--- config.mk ---
export PLATFORM = sky130hd
export DESIGN_NAME = regfile_dump_streamer_flat
export DESIGN_NICKNAME = d
export VERILOG_FILES = /design/src/rtl/regfile_dump_streamer_if.sv /design/src/rtl/regfile_dump_streamer.sv /design/src/flat_wrapper.sv
export SDC_FILE = /design/constraint.sdc
export NUM_CORES = 1
export LEC_CHECK = 0
export ABC_AREA = 0
export CAP_MARGIN = 25
export CORE_AREA = 2 2 407 409
export DETAILED_ROUTE_END_ITERATION = 10
export DIE_AREA = 0 0 409 411
export PLACE_DENSITY = 0.49
export SYNTH_ARGS = -nofsm -noshare
export SYNTH_HDL_FRONTEND = slang
export SYNTH_SLANG_ARGS = --single-unit
--- constraint.sdc ---
create_clock -name clk -period 93 [get_ports clk]
set_clock_uncertainty 0.2 [all_clocks]
set_input_delay 18.6 -clock clk [delete_from_list [all_inputs] [get_ports clk]]
set_output_delay 18.6 -clock clk [all_outputs]
set_load 0.05 [all_outputs]
--- src/rtl/regfile_dump_streamer_if.sv ---
// Byte stream handshake between the register dump streamer and its sink.
// The master presents data/valid, the sink answers with ready.
interface regfile_dump_streamer_if;
    logic [7:0] tx_data_o;
    logic       tx_valid_o;
    logic       tx_ready_i;

    modport master (
        output tx_data_o,
        output tx_valid_o,
        input  tx_ready_i
    );

    modport slave (
        input  tx_data_o,
        input  tx_valid_o,
        output tx_ready_i
    );
endinterface

--- src/rtl/regfile_dump_streamer.sv ---
// Snapshots the architectural registers on request and streams them
// as a framed byte sequence: header, little-endian words, checksum.
module regfile_dump_streamer #(
    parameter int         NUM_REGS = 32,
    parameter logic [7:0] HEADER   = 8'hA5
) (
    input  logic        clk,
    input  logic        reset_i,
    input  logic [31:0] dbg_x0,
    input  logic [31:0] dbg_x1,
    input  logic [31:0] dbg_x2,
    input  logic [31:0] dbg_x3,
    input  logic [31:0] dbg_x4,
    input  logic [31:0] dbg_x5,
    input  logic [31:0] dbg_x6,
    input  logic [31:0] dbg_x7,
    input  logic [31:0] dbg_x8,
    input  logic [31:0] dbg_x9,
    input  logic [31:0] dbg_x10,
    input  logic [31:0] dbg_x11,
    input  logic [31:0] dbg_x12,
    input  logic [31:0] dbg_x13,
    input  logic [31:0] dbg_x14,
    input  logic [31:0] dbg_x15,
    input  logic [31:0] dbg_x16,
    input  logic [31:0] dbg_x17,
    input  logic [31:0] dbg_x18,
    input  logic [31:0] dbg_x19,
    input  logic [31:0] dbg_x20,
    input  logic [31:0] dbg_x21,
    input  logic [31:0] dbg_x22,
    input  logic [31:0] dbg_x23,
    input  logic [31:0] dbg_x24,
    input  logic [31:0] dbg_x25,
    input  logic [31:0] dbg_x26,
    input  logic [31:0] dbg_x27,
    input  logic [31:0] dbg_x28,
    input  logic [31:0] dbg_x29,
    input  logic [31:0] dbg_x30,
    input  logic [31:0] dbg_x31,
    input  logic        start_i,
    output logic        busy_o,
    output logic        done_o,
    regfile_dump_streamer_if.master tx
);

    localparam int RW = (NUM_REGS > 1) ? $clog2(NUM_REGS) : 1;

    typedef enum logic [1:0] {
        S_IDLE,
        S_HDR,
        S_DATA,
        S_CSUM
    } state_t;

    state_t        state;
    state_t        state_n;
    logic [31:0]   dbg [32];
    logic [31:0]   snap [NUM_REGS];
    logic [31:0]   cur_word;
    logic [7:0]    cur_byte;
    logic [RW-1:0] reg_idx;
    logic [1:0]    byte_idx;
    logic [7:0]    csum;
    logic          xfer;
    logic          last_byte;

    assign dbg[0]  = dbg_x0;
    assign dbg[1]  = dbg_x1;
    assign dbg[2]  = dbg_x2;
    assign dbg[3]  = dbg_x3;
    assign dbg[4]  = dbg_x4;
    assign dbg[5]  = dbg_x5;
    assign dbg[6]  = dbg_x6;
    assign dbg[7]  = dbg_x7;
    assign dbg[8]  = dbg_x8;
    assign dbg[9]  = dbg_x9;
    assign dbg[10] = dbg_x10;
    assign dbg[11] = dbg_x11;
    assign dbg[12] = dbg_x12;
    assign dbg[13] = dbg_x13;
    assign dbg[14] = dbg_x14;
    assign dbg[15] = dbg_x15;
    assign dbg[16] = dbg_x16;
    assign dbg[17] = dbg_x17;
    assign dbg[18] = dbg_x18;
    assign dbg[19] = dbg_x19;
    assign dbg[20] = dbg_x20;
    assign dbg[21] = dbg_x21;
    assign dbg[22] = dbg_x22;
    assign dbg[23] = dbg_x23;
    assign dbg[24] = dbg_x24;
    assign dbg[25] = dbg_x25;
    assign dbg[26] = dbg_x26;
    assign dbg[27] = dbg_x27;
    assign dbg[28] = dbg_x28;
    assign dbg[29] = dbg_x29;
    assign dbg[30] = dbg_x30;
    assign dbg[31] = dbg_x31;

    // A single-register dump has no index to decode.
    if (NUM_REGS == 1) begin : g_one
        assign cur_word = snap[0];
    end else begin : g_many
        assign cur_word = snap[reg_idx];
    end

    assign cur_byte  = cur_word[{byte_idx, 3'b000} +: 8];
    assign xfer      = tx.tx_valid_o && tx.tx_ready_i;
    assign last_byte = (byte_idx == 2'd3) && (reg_idx == RW'(NUM_REGS - 1));

    // State register.
    always_ff @(posedge clk) begin
        if (reset_i) begin
            state <= S_IDLE;
        end else begin
            state <= state_n;
        end
    end

    // Next state and stream outputs; valid is held for the whole frame.
    always_comb begin
        state_n       = state;
        tx.tx_valid_o = 1'b0;
        tx.tx_data_o  = 8'h00;
        busy_o        = 1'b0;
        unique case (state)
            S_IDLE: begin
                if (start_i) begin
                    state_n = S_HDR;
                end
            end
            S_HDR: begin
                tx.tx_valid_o = 1'b1;
                tx.tx_data_o  = HEADER;
                busy_o        = 1'b1;
                if (xfer) begin
                    state_n = S_DATA;
                end
            end
            S_DATA: begin
                tx.tx_valid_o = 1'b1;
                tx.tx_data_o  = cur_byte;
                busy_o        = 1'b1;
                if (xfer && last_byte) begin
                    state_n = S_CSUM;
                end
            end
            S_CSUM: begin
                tx.tx_valid_o = 1'b1;
                tx.tx_data_o  = csum;
                busy_o        = 1'b1;
                if (xfer) begin
                    state_n = S_IDLE;
                end
            end
            default: begin
                state_n = S_IDLE;
            end
        endcase
    end

    // Snapshot capture; contents need no reset value.
    always_ff @(posedge clk) begin
        if (state == S_IDLE && start_i && !reset_i) begin
            for (int i = 0; i < NUM_REGS; i++) begin
                snap[i] <= dbg[i];
            end
        end
    end

    // Byte/register counters, running checksum and done pulse.
    always_ff @(posedge clk) begin
        if (reset_i) begin
            reg_idx  <= '0;
            byte_idx <= 2'd0;
            csum     <= 8'h00;
            done_o   <= 1'b0;
        end else begin
            done_o <= (state == S_CSUM) && xfer;
            if (state == S_IDLE && start_i) begin
                csum <= 8'h00;
            end
            if (state == S_HDR && xfer) begin
                reg_idx  <= '0;
                byte_idx <= 2'd0;
            end
            if (state == S_DATA && xfer) begin
                csum     <= csum + cur_byte;
                byte_idx <= byte_idx + 2'd1;
                if (last_byte) begin
                    reg_idx <= '0;
                end else if (byte_idx == 2'd3) begin
                    reg_idx <= reg_idx + 1'b1;
                end
            end
        end
    end

endmodule

--- src/flat_wrapper.sv ---
// flat-port wrapper written by rule: the top's interface ports become plain ports
module regfile_dump_streamer_flat 
#(
    parameter int         NUM_REGS = 32,
    parameter logic [7:0] HEADER   = 8'hA5
)
  (clk, reset_i, dbg_x0, dbg_x1, dbg_x2, dbg_x3, dbg_x4, dbg_x5, dbg_x6, dbg_x7, dbg_x8, dbg_x9, dbg_x10, dbg_x11, dbg_x12, dbg_x13, dbg_x14, dbg_x15, dbg_x16, dbg_x17, dbg_x18, dbg_x19, dbg_x20, dbg_x21, dbg_x22, dbg_x23, dbg_x24, dbg_x25, dbg_x26, dbg_x27, dbg_x28, dbg_x29, dbg_x30, dbg_x31, start_i, busy_o, done_o, tx_tx_data_o, tx_tx_valid_o, tx_tx_ready_i);
  regfile_dump_streamer_if tx_i ();
  input  logic clk;
  input  logic reset_i;
  input  logic [31:0] dbg_x0;
  input  logic [31:0] dbg_x1;
  input  logic [31:0] dbg_x2;
  input  logic [31:0] dbg_x3;
  input  logic [31:0] dbg_x4;
  input  logic [31:0] dbg_x5;
  input  logic [31:0] dbg_x6;
  input  logic [31:0] dbg_x7;
  input  logic [31:0] dbg_x8;
  input  logic [31:0] dbg_x9;
  input  logic [31:0] dbg_x10;
  input  logic [31:0] dbg_x11;
  input  logic [31:0] dbg_x12;
  input  logic [31:0] dbg_x13;
  input  logic [31:0] dbg_x14;
  input  logic [31:0] dbg_x15;
  input  logic [31:0] dbg_x16;
  input  logic [31:0] dbg_x17;
  input  logic [31:0] dbg_x18;
  input  logic [31:0] dbg_x19;
  input  logic [31:0] dbg_x20;
  input  logic [31:0] dbg_x21;
  input  logic [31:0] dbg_x22;
  input  logic [31:0] dbg_x23;
  input  logic [31:0] dbg_x24;
  input  logic [31:0] dbg_x25;
  input  logic [31:0] dbg_x26;
  input  logic [31:0] dbg_x27;
  input  logic [31:0] dbg_x28;
  input  logic [31:0] dbg_x29;
  input  logic [31:0] dbg_x30;
  input  logic [31:0] dbg_x31;
  input  logic start_i;
  output logic busy_o;
  output logic done_o;
  output wire logic [$bits(tx_i.tx_data_o)-1:0] tx_tx_data_o;
  output wire logic [$bits(tx_i.tx_valid_o)-1:0] tx_tx_valid_o;
  input wire logic [$bits(tx_i.tx_ready_i)-1:0] tx_tx_ready_i;
  assign tx_tx_data_o = tx_i.tx_data_o;
  assign tx_tx_valid_o = tx_i.tx_valid_o;
  assign tx_i.tx_ready_i = tx_tx_ready_i;
  regfile_dump_streamer #(.NUM_REGS(NUM_REGS), .HEADER(HEADER)) u_core (.clk(clk), .reset_i(reset_i), .dbg_x0(dbg_x0), .dbg_x1(dbg_x1), .dbg_x2(dbg_x2), .dbg_x3(dbg_x3), .dbg_x4(dbg_x4), .dbg_x5(dbg_x5), .dbg_x6(dbg_x6), .dbg_x7(dbg_x7), .dbg_x8(dbg_x8), .dbg_x9(dbg_x9), .dbg_x10(dbg_x10), .dbg_x11(dbg_x11), .dbg_x12(dbg_x12), .dbg_x13(dbg_x13), .dbg_x14(dbg_x14), .dbg_x15(dbg_x15), .dbg_x16(dbg_x16), .dbg_x17(dbg_x17), .dbg_x18(dbg_x18), .dbg_x19(dbg_x19), .dbg_x20(dbg_x20), .dbg_x21(dbg_x21), .dbg_x22(dbg_x22), .dbg_x23(dbg_x23), .dbg_x24(dbg_x24), .dbg_x25(dbg_x25), .dbg_x26(dbg_x26), .dbg_x27(dbg_x27), .dbg_x28(dbg_x28), .dbg_x29(dbg_x29), .dbg_x30(dbg_x30), .dbg_x31(dbg_x31), .start_i(start_i), .busy_o(busy_o), .done_o(done_o), .tx(tx_i));
endmodule
==> key figures, run 1 <==
Setup path
  • Element type at the critical path start: register
  • CP endpoint kind: primary output
  • Crit path DAT: 6.68 ns
  • Crit path max fanout: 39
  • Critical Path RT: 74.20 ns
  • R2r worst-path depth: 17
  • Critical setup path kind: reg2out

Placed design
  • Placed inst area: 53100 um^2
  • PortBufs: 1038
  • GPL Wtd Cong: 0.818
  • Post-DP HPWL: 114000 um
  • Cells after DPL: 4864
  • Dpl ws: 68.07 ns

Routing
  • Residual DRC: 0
  • Metal3 WL: 10800 um
  • Average wire per cell in the routed design: 29.2 um
  • Max Used Layer: met5
  • Total routed wirelength: 149000 um
  • Via count: 22200
  • Met2 WL post-DR: 80100 um
  • Wire length on met1: 54500 um
  • DRT antenna net count: 0
  • Number of detailed-route iterations in the first pass: 5
  • Vias per Instance: 4.36
  • Initial DRC count: 1916

Die
  • CORE AREA: 164000 um^2
  • Starting Density: 24.5%
  • Full die area: 168000 um^2
  • I/O pin count: 1039
  • Die width: 409 um
  • Die height: 411 um
  • Row count: 149

Timing
  • Hold Violations, Final: 0
  • Hold slack: 0.352 ns
  • Final setup TNS: 0 ns
  • Relative slew margins: 27.4%
  • Fin crit share: 27.4%
  • FMAX: 39.3 MHz
  • Slew of the pin with the lowest slew margin: 1.09 ns
  • Min Tclk post-route: 25.48 ns
  • RSZ-0062 raised after global routing: no
  • Setup ws final: 67.52 ns
  • Max-slew violation count: 0
  • Number of setup violations in the final report: 0

Final layout
  • Cell Count, Final, Fillers Out: 5102
  • Area taken by multi-input logic gates: 8560 um^2
  • FF/Latch Area: 31100 um^2
  • Area Growth Syn to Fin: 42.3%
  • Fillers: 15300
  • Layout cells sized above 1: 17.5%
  • Finished Cell Area: 57100 um^2
  • Post-layout util: 34.8%
  • Nets: 3841

Outcome
  • Status: finished clean

Synth
  • Syn nets: 2742
  • Yosys warning total: 0
  • Top post-synthesis cells by area: edfxtp_1 77%, mux4_2 17%, dfxtp_1 0.90%
  • Unique masters post-synth: 45
  • Top_reg_cell synth: edfxtp_1
  • Cell taking the most area after synthesis: edfxtp_1
  • Syn Std Cell Area: 40100 um^2
  • Synthesized instance count: 1698
  • Top-area cell type share of the netlist area: 76.7%
  • Number of synthesized flops with an enable pin: 1024
  • Sequential-to-total area share from yosys stat: 77.6%
  • Yosys reg bits: 1042
  • Most instantiated library cell after synthesis: edfxtp_1
  • Mean Syn Cell Area: 23.6 um^2
  • Top post-synthesis cells by count: 1024 x edfxtp_1, 302 x mux4_2, 60 x nand2_1
  • Fraction of registers with async set/reset: 0%

Global routing
  • Initial antenna violation count: 64
  • Overall Global Routing Usage: 17.3%
  • Largest net degree at the start of global routing: 182
  • Total gr overflow: 0
  • First-pass GRT wire length: 198000 um
  • Vias in the first global route: 24000

Clock tree
  • CTS tree: yes
  • Post-CTS resize count: 0
  • Clock Root Buffer: clkbuf_16
  • Clock Latency Late Sink: 0.73 ns
  • Reg clk slew, reported paths: 0.06 ns
  • Hold_buf cts: 0
  • Clock buffer depth: 3
  • CTS H-Tree Depth: 3
  • Post-CTS setup buffers: 0
  • CTS buffer count: 118
  • Clock Sinks: 1042

Pwr
  • Leak: 18.0 nW
  • Peak VDD IR: 0.0151 mV
  • Total power: 1.23 mW
  • PD cells: 21.6 nW/um^2

Min path
  • WHS Path Cells: 2
  • Hold crit path type: reg2reg

Flow run
  • Max_cap viols: 0
-- logic make-up (layout without fill, tap and decap cells) --
logic type / after synthesis / after routing / share of synthesized area, %
muxes: 338 / 338 / 17.9
other: 0 / 16 / 0
adders and majority gates: 16 / 16 / 0.518
xor gates and xnor gates: 5 / 5 / 0.109
AOI/OAI and AO/OA: 84 / 84 / 1.49
DFF: 1042 / 1042 / 77.6
and+or+nand+nor: 119 / 119 / 1.34
buffers and inverters: 94 / 1293 / 1.10
-- worst paths after layout --
path | from | to | slack (ns)
max | u_core.reg_idx[0] | tx_tx_data_o[1] | 67.52
min reg2reg | u_core.csum[0] | u_core.csum[0] | 0.35
min | u_core.csum[0] | u_core.csum[0] | 0.35
max reg2reg | u_core.reg_idx[0] | u_core.csum[6] | 86.03
-- report_power, final --
part / switching (mW) / internal, mW / total (mW)
sequential: 0.0200 / 0.595 / 0.615
combinational: 0.0799 / 0.0695 / 0.149
clock: 0.196 / 0.270 / 0.466
-- placed cells by master (no fill, tap or decap), types with 5 or more instances in the layout --
cell type | netlist | final
ha_1 | 15 | 15
dfxtp_1 | 18 | 13
clkinv_1 | 0 | 29
nor2b_1 | 6 | 6
a221o_1 | 7 | 7
mux4_2 | 302 | 302
clkinv_2 | 0 | 19
clkbuf_16 | 0 | 118
a22o_1 | 5 | 5
inv_1 | 7 | 6
a22oi_1 | 13 | 13
o221ai_1 | 8 | 8
clkdlybuf4s50_1 | 0 | 1038
o22ai_1 | 7 | 7
diode_2 | 0 | 16
buf_4 | 12 | 20
edfxtp_1 | 1024 | 1024
o21ai_0 | 6 | 6
mux2i_1 | 35 | 35
and2_1 | 6 | 6
nand2_1 | 60 | 60
a21oi_1 | 15 | 15
clkbuf_1 | 35 | 26
a211oi_1 | 8 | 8
bufinv_16 | 0 | 13
buf_12 | 0 | 6
nor2_1 | 26 | 25
a31oi_1 | 6 | 6
-- metal layers --
metal	track usage [%]	vias up
met2	31.8	907
met1	19.5	11500
li1	-	9531
met5	0	-
met4	4.46	56
met3	4.76	206
-- flip-flops by register name, indices dropped and copies added (netlist names) --
| name | flops |
|---|---|
| u_core.reg_idx | 5 |
| u_core.done_o | 1 |
| u_core.state | 2 |
| u_core.byte_idx | 2 |
| u_core.csum | 8 |
| u_core.snap | 1024 |
-- final cells by class --
cell class | count | share of cell area (%)
Antenna cell | 16 | 0.0702
Clock buffer | 144 | 5.35
Clock inverter | 76 | 1.40
Inverter | 7 | 0.0461
Multi-Input combinational cell | 562 | 15.0
Sequential cell | 1042 | 54.6
Tap cell | 2189 | 4.80
Timing Repair Buffer | 1066 | 18.8
-- critical path, cell delays in order, from the launching register on --
cell and delay (ns):
dfxtp_4 0.77, buf_4 0.71, buf_4 0.71, buf_4 0.70, mux4_2 0.59, mux4_2 0.48, nand2_1 0.18, nand2_1 0.10
a221o_1 0.44, a22oi_1 0.25, nor2_1 0.08, clkdlybuf4s50_1 0.78
No activity file was read; power rests on OpenSTA's default activity.
==> run 2: changes to the inputs <==
--- a/config.mk
+++ b/config.mk
@@ -7,10 +7,10 @@
 export LEC_CHECK = 0
 export ABC_AREA = 0
 export CAP_MARGIN = 25
-export CORE_AREA = 2 2 407 409
+export CORE_AREA = 2 2 400 402
 export DETAILED_ROUTE_END_ITERATION = 10
-export DIE_AREA = 0 0 409 411
-export PLACE_DENSITY = 0.49
+export DIE_AREA = 0 0 402 404
+export PLACE_DENSITY = 0.5
 export SYNTH_ARGS = -nofsm -noshare
 export SYNTH_HDL_FRONTEND = slang
 export SYNTH_SLANG_ARGS = --single-unit
==> constraint.sdc (replaced) <==
create_clock -name clk -period 26.1 [get_ports clk]
set_clock_uncertainty 0.2 [all_clocks]
set_input_delay 5.22 -clock clk [delete_from_list [all_inputs] [get_ports clk]]
set_output_delay 5.22 -clock clk [all_outputs]
set_load 0.05 [all_outputs]
==> key figures, run 2 (same netlist as run 1, synthesis figures left out) <==
Outcome
  • Status: finished clean

Die
  • Starting Density: 25.4% (+0.94 points)
  • I/O pin count: 1039 (unchanged)
  • CORE AREA: 158000 um^2 (-3.7%)
  • Die width: 402 um (-1.7%)
  • Row count: 146 (-2.0%)
  • Die height: 404 um (-1.7%)
  • Full die area: 162000 um^2 (-3.4%)

Pwr
  • P_sw: 1.06 mW (+260%)
  • Leak: 18.0 nW (about the same)
  • Seq pwr share: 50.5% (+0.5 points)
  • Int Pwr: 3.28 mW (+250%)
  • Total power: 4.34 mW (+250%)
  • Clock power share: 37.3% (-0.6 points)
  • PD cells: 76.2 nW/um^2 (+250%)
  • Switching share of power: 24.4% (+0.34 points)
  • Logic pwr share: 12.2% (about the same)
  • Peak VDD IR: 0.0562 mV (+270%)

Clock tree
  • Reg clk slew, reported paths: 0.06 ns (about the same)
  • CTS tree: yes
  • Clock Latency Late Sink: 0.73 ns (about the same)
  • Post-CTS resize count: 0 (unchanged)
  • Post-CTS setup buffers: 0 (unchanged)
  • Clock Root Buffer: clkbuf_16
  • Clock buffer depth: 3 (unchanged)
  • CTS buffer count: 116 (-1.7%)
  • Clock Sinks: 1042 (unchanged)
  • CTS H-Tree Depth: 3 (unchanged)
  • Hold_buf cts: 0 (unchanged)

Timing
  • RSZ-0062 raised after global routing: no
  • Relative slew margins: 15.8% (-12 points)
  • Fin crit share: 45.3%
  • Hold Violations, Final: 0 (unchanged)
  • Min Tclk post-route: 11.83 ns
  • Setup ws final: 14.27 ns (-53.26 ns)
  • Hold slack: 0.356 ns (+0.00407 ns)
  • Slew of the pin with the lowest slew margin: 1.26 ns (+0.173 ns)
  • Number of setup violations in the final report: 0 (unchanged)
  • Max-slew violation count: 0 (unchanged)
  • FMAX: 84.5 MHz
  • Final setup TNS: 0 ns (unchanged)

Setup path
  • CP endpoint kind: primary output
  • Crit-path cells: buf_4 -> buf_4 -> buf_16 -> buf_4 -> mux4_2 -> mux4_2 -> nand2_1 -> nand2_1 -> a221o_1 -> nand2_1 -> a31oi_1 -> clkdlybuf4s50_1
  • Element type at the critical path start: register
  • Critical setup path kind: reg2out
  • Crit path largest cell delay: 0.86 ns (+0.08 ns)
  • Crit-path slowest cell: clkdlybuf4s50_1
  • Critical Path RT: 20.68 ns (-53.52 ns)
  • Crit path DAT: 6.41 ns (-0.27 ns)
  • Crit path max fanout: 43 (+10%)

Placed design
  • Post-DP HPWL: 115000 um (+0.70%)
  • Dpl ws: 14.31 ns (-53.77 ns)
  • PortBufs: 1038 (unchanged)
  • GPL Wtd Cong: 0.839 (+2.5%)

Min path
  • Hold crit path type: reg2reg

Final layout
  • Nets: 3848 (+0.18%)
  • Commonest non-fill, non-tap cells in the layout: 1038 x clkdlybuf4s50_1, 1024 x edfxtp_1, 302 x mux4_2, 117 x clkbuf_16, 60 x nand2_1
  • Number of flip-flops in the largest register: 1024 (unchanged)
  • Most common cell after layout, fill and taps aside: clkdlybuf4s50_1
  • Most flop-heavy register: u_core.snap
  • Layout cells sized above 1: 17.8% (+0.36 points)
  • Area Growth Syn to Fin: 42.1%
  • Top Registers: u_core.snap: 1024 flops, u_core.csum: 8 flops, u_core.reg_idx: 5 flops

Routing
  • Vias per Instance: 4.47 (+2.5%)
  • Residual DRC: 0 (unchanged)
  • Max Used Layer: met5
  • Average wire per cell in the routed design: 30.1 um (+3.2%)
  • Total routed wirelength: 151000 um (+1.4%)
  • Number of detailed-route iterations in the first pass: 5 (unchanged)
  • Wire length on met1: 56600 um (+4.0%)
  • Metal3 WL: 11500 um (+6.8%)
  • Initial DRC count: 1913 (-0.16%)
  • DRT antenna net count: 0 (unchanged)
  • Via count: 22400 (+0.68%)
  • Met2 WL post-DR: 79100 um (-1.2%)

Flow run
  • Max_cap viols: 0 (unchanged)

Global routing
  • Largest net degree at the start of global routing: 181 (-0.55%)
  • Total gr overflow: 0 (unchanged)
  • Initial antenna violation count: 67 (+4.7%)
  • Overall Global Routing Usage: 18.1% (+0.80 points)
  • Vias in the first global route: 23900 (-0.38%)
  • First-pass GRT wire length: 200000 um (+0.56%)
-- run 2: area by class of cell --
cell class | instances | area (um^2)
diodes | 38 | 95.1
multi-input cells | 562 | 8560
clock inverters | 75 | 748
clock buffers | 139 | 3010
well taps | 2072 | 2590
fillers | 14800 | 101000
inverters | 7 | 26.3
flip-flops and latches | 1042 | 31100
repair buffers | 1075 | 10800
-- run 2: metrics by stage --
step | util [%] | std cells | cell area, um^2
floorplan | - | 1698 | 40100
global placement | 33.5 | 4749 | 52900
detailed placement | 33.6 | 4753 | 53000
CTS | 35.9 | 4967 | 56700
finish | 36.1 | 5010 | 57000
global route | 36.1 | 4997 | 56900
-- run 2: power groups by stage --
stage	sequential, mW	combinational [mW]	clock [mW]
after CTS	2.20	0.537	1.67
after detailed placement	2.23	0.535	0
after global placement	2.23	0.531	0
final	2.19	0.531	1.62
after global routing	2.21	0.567	1.73
after floorplan	2.33	0.242	0
-- run 2: critical path, delay by kind of cell, from the launching register on --
family | cells | cell delay, ns
compound gates | 2 | 0.56
buf+inv | 5 | 2.85
flops | 1 | 0.69
mux | 2 | 1.10
simple gates | 3 | 0.42
-- run 2: worst paths after layout --
| check | startpoint | end | slack (ns) | depth (start not counted) |
|---|---|---|---|---|
| setup reg to reg | u_core.reg_idx[0] | u_core.csum[7] | 19.61 | 17 |
| hold / removal | u_core.csum[4] | u_core.csum[4] | 0.36 | 2 |
| hold reg to reg | u_core.csum[4] | u_core.csum[4] | 0.36 | 2 |
| setup / recovery | u_core.reg_idx[0] | tx_tx_data_o[2] | 14.27 | 12 |
-- run 2: per-layer routing --
layer / global-route usage, % / up-vias
li1: - / 9575
met1: 21.0 / 11700
met2: 31.7 / 897
met3: 5.69 / 196
met4: 5.69 / 44
met5: 0 / -
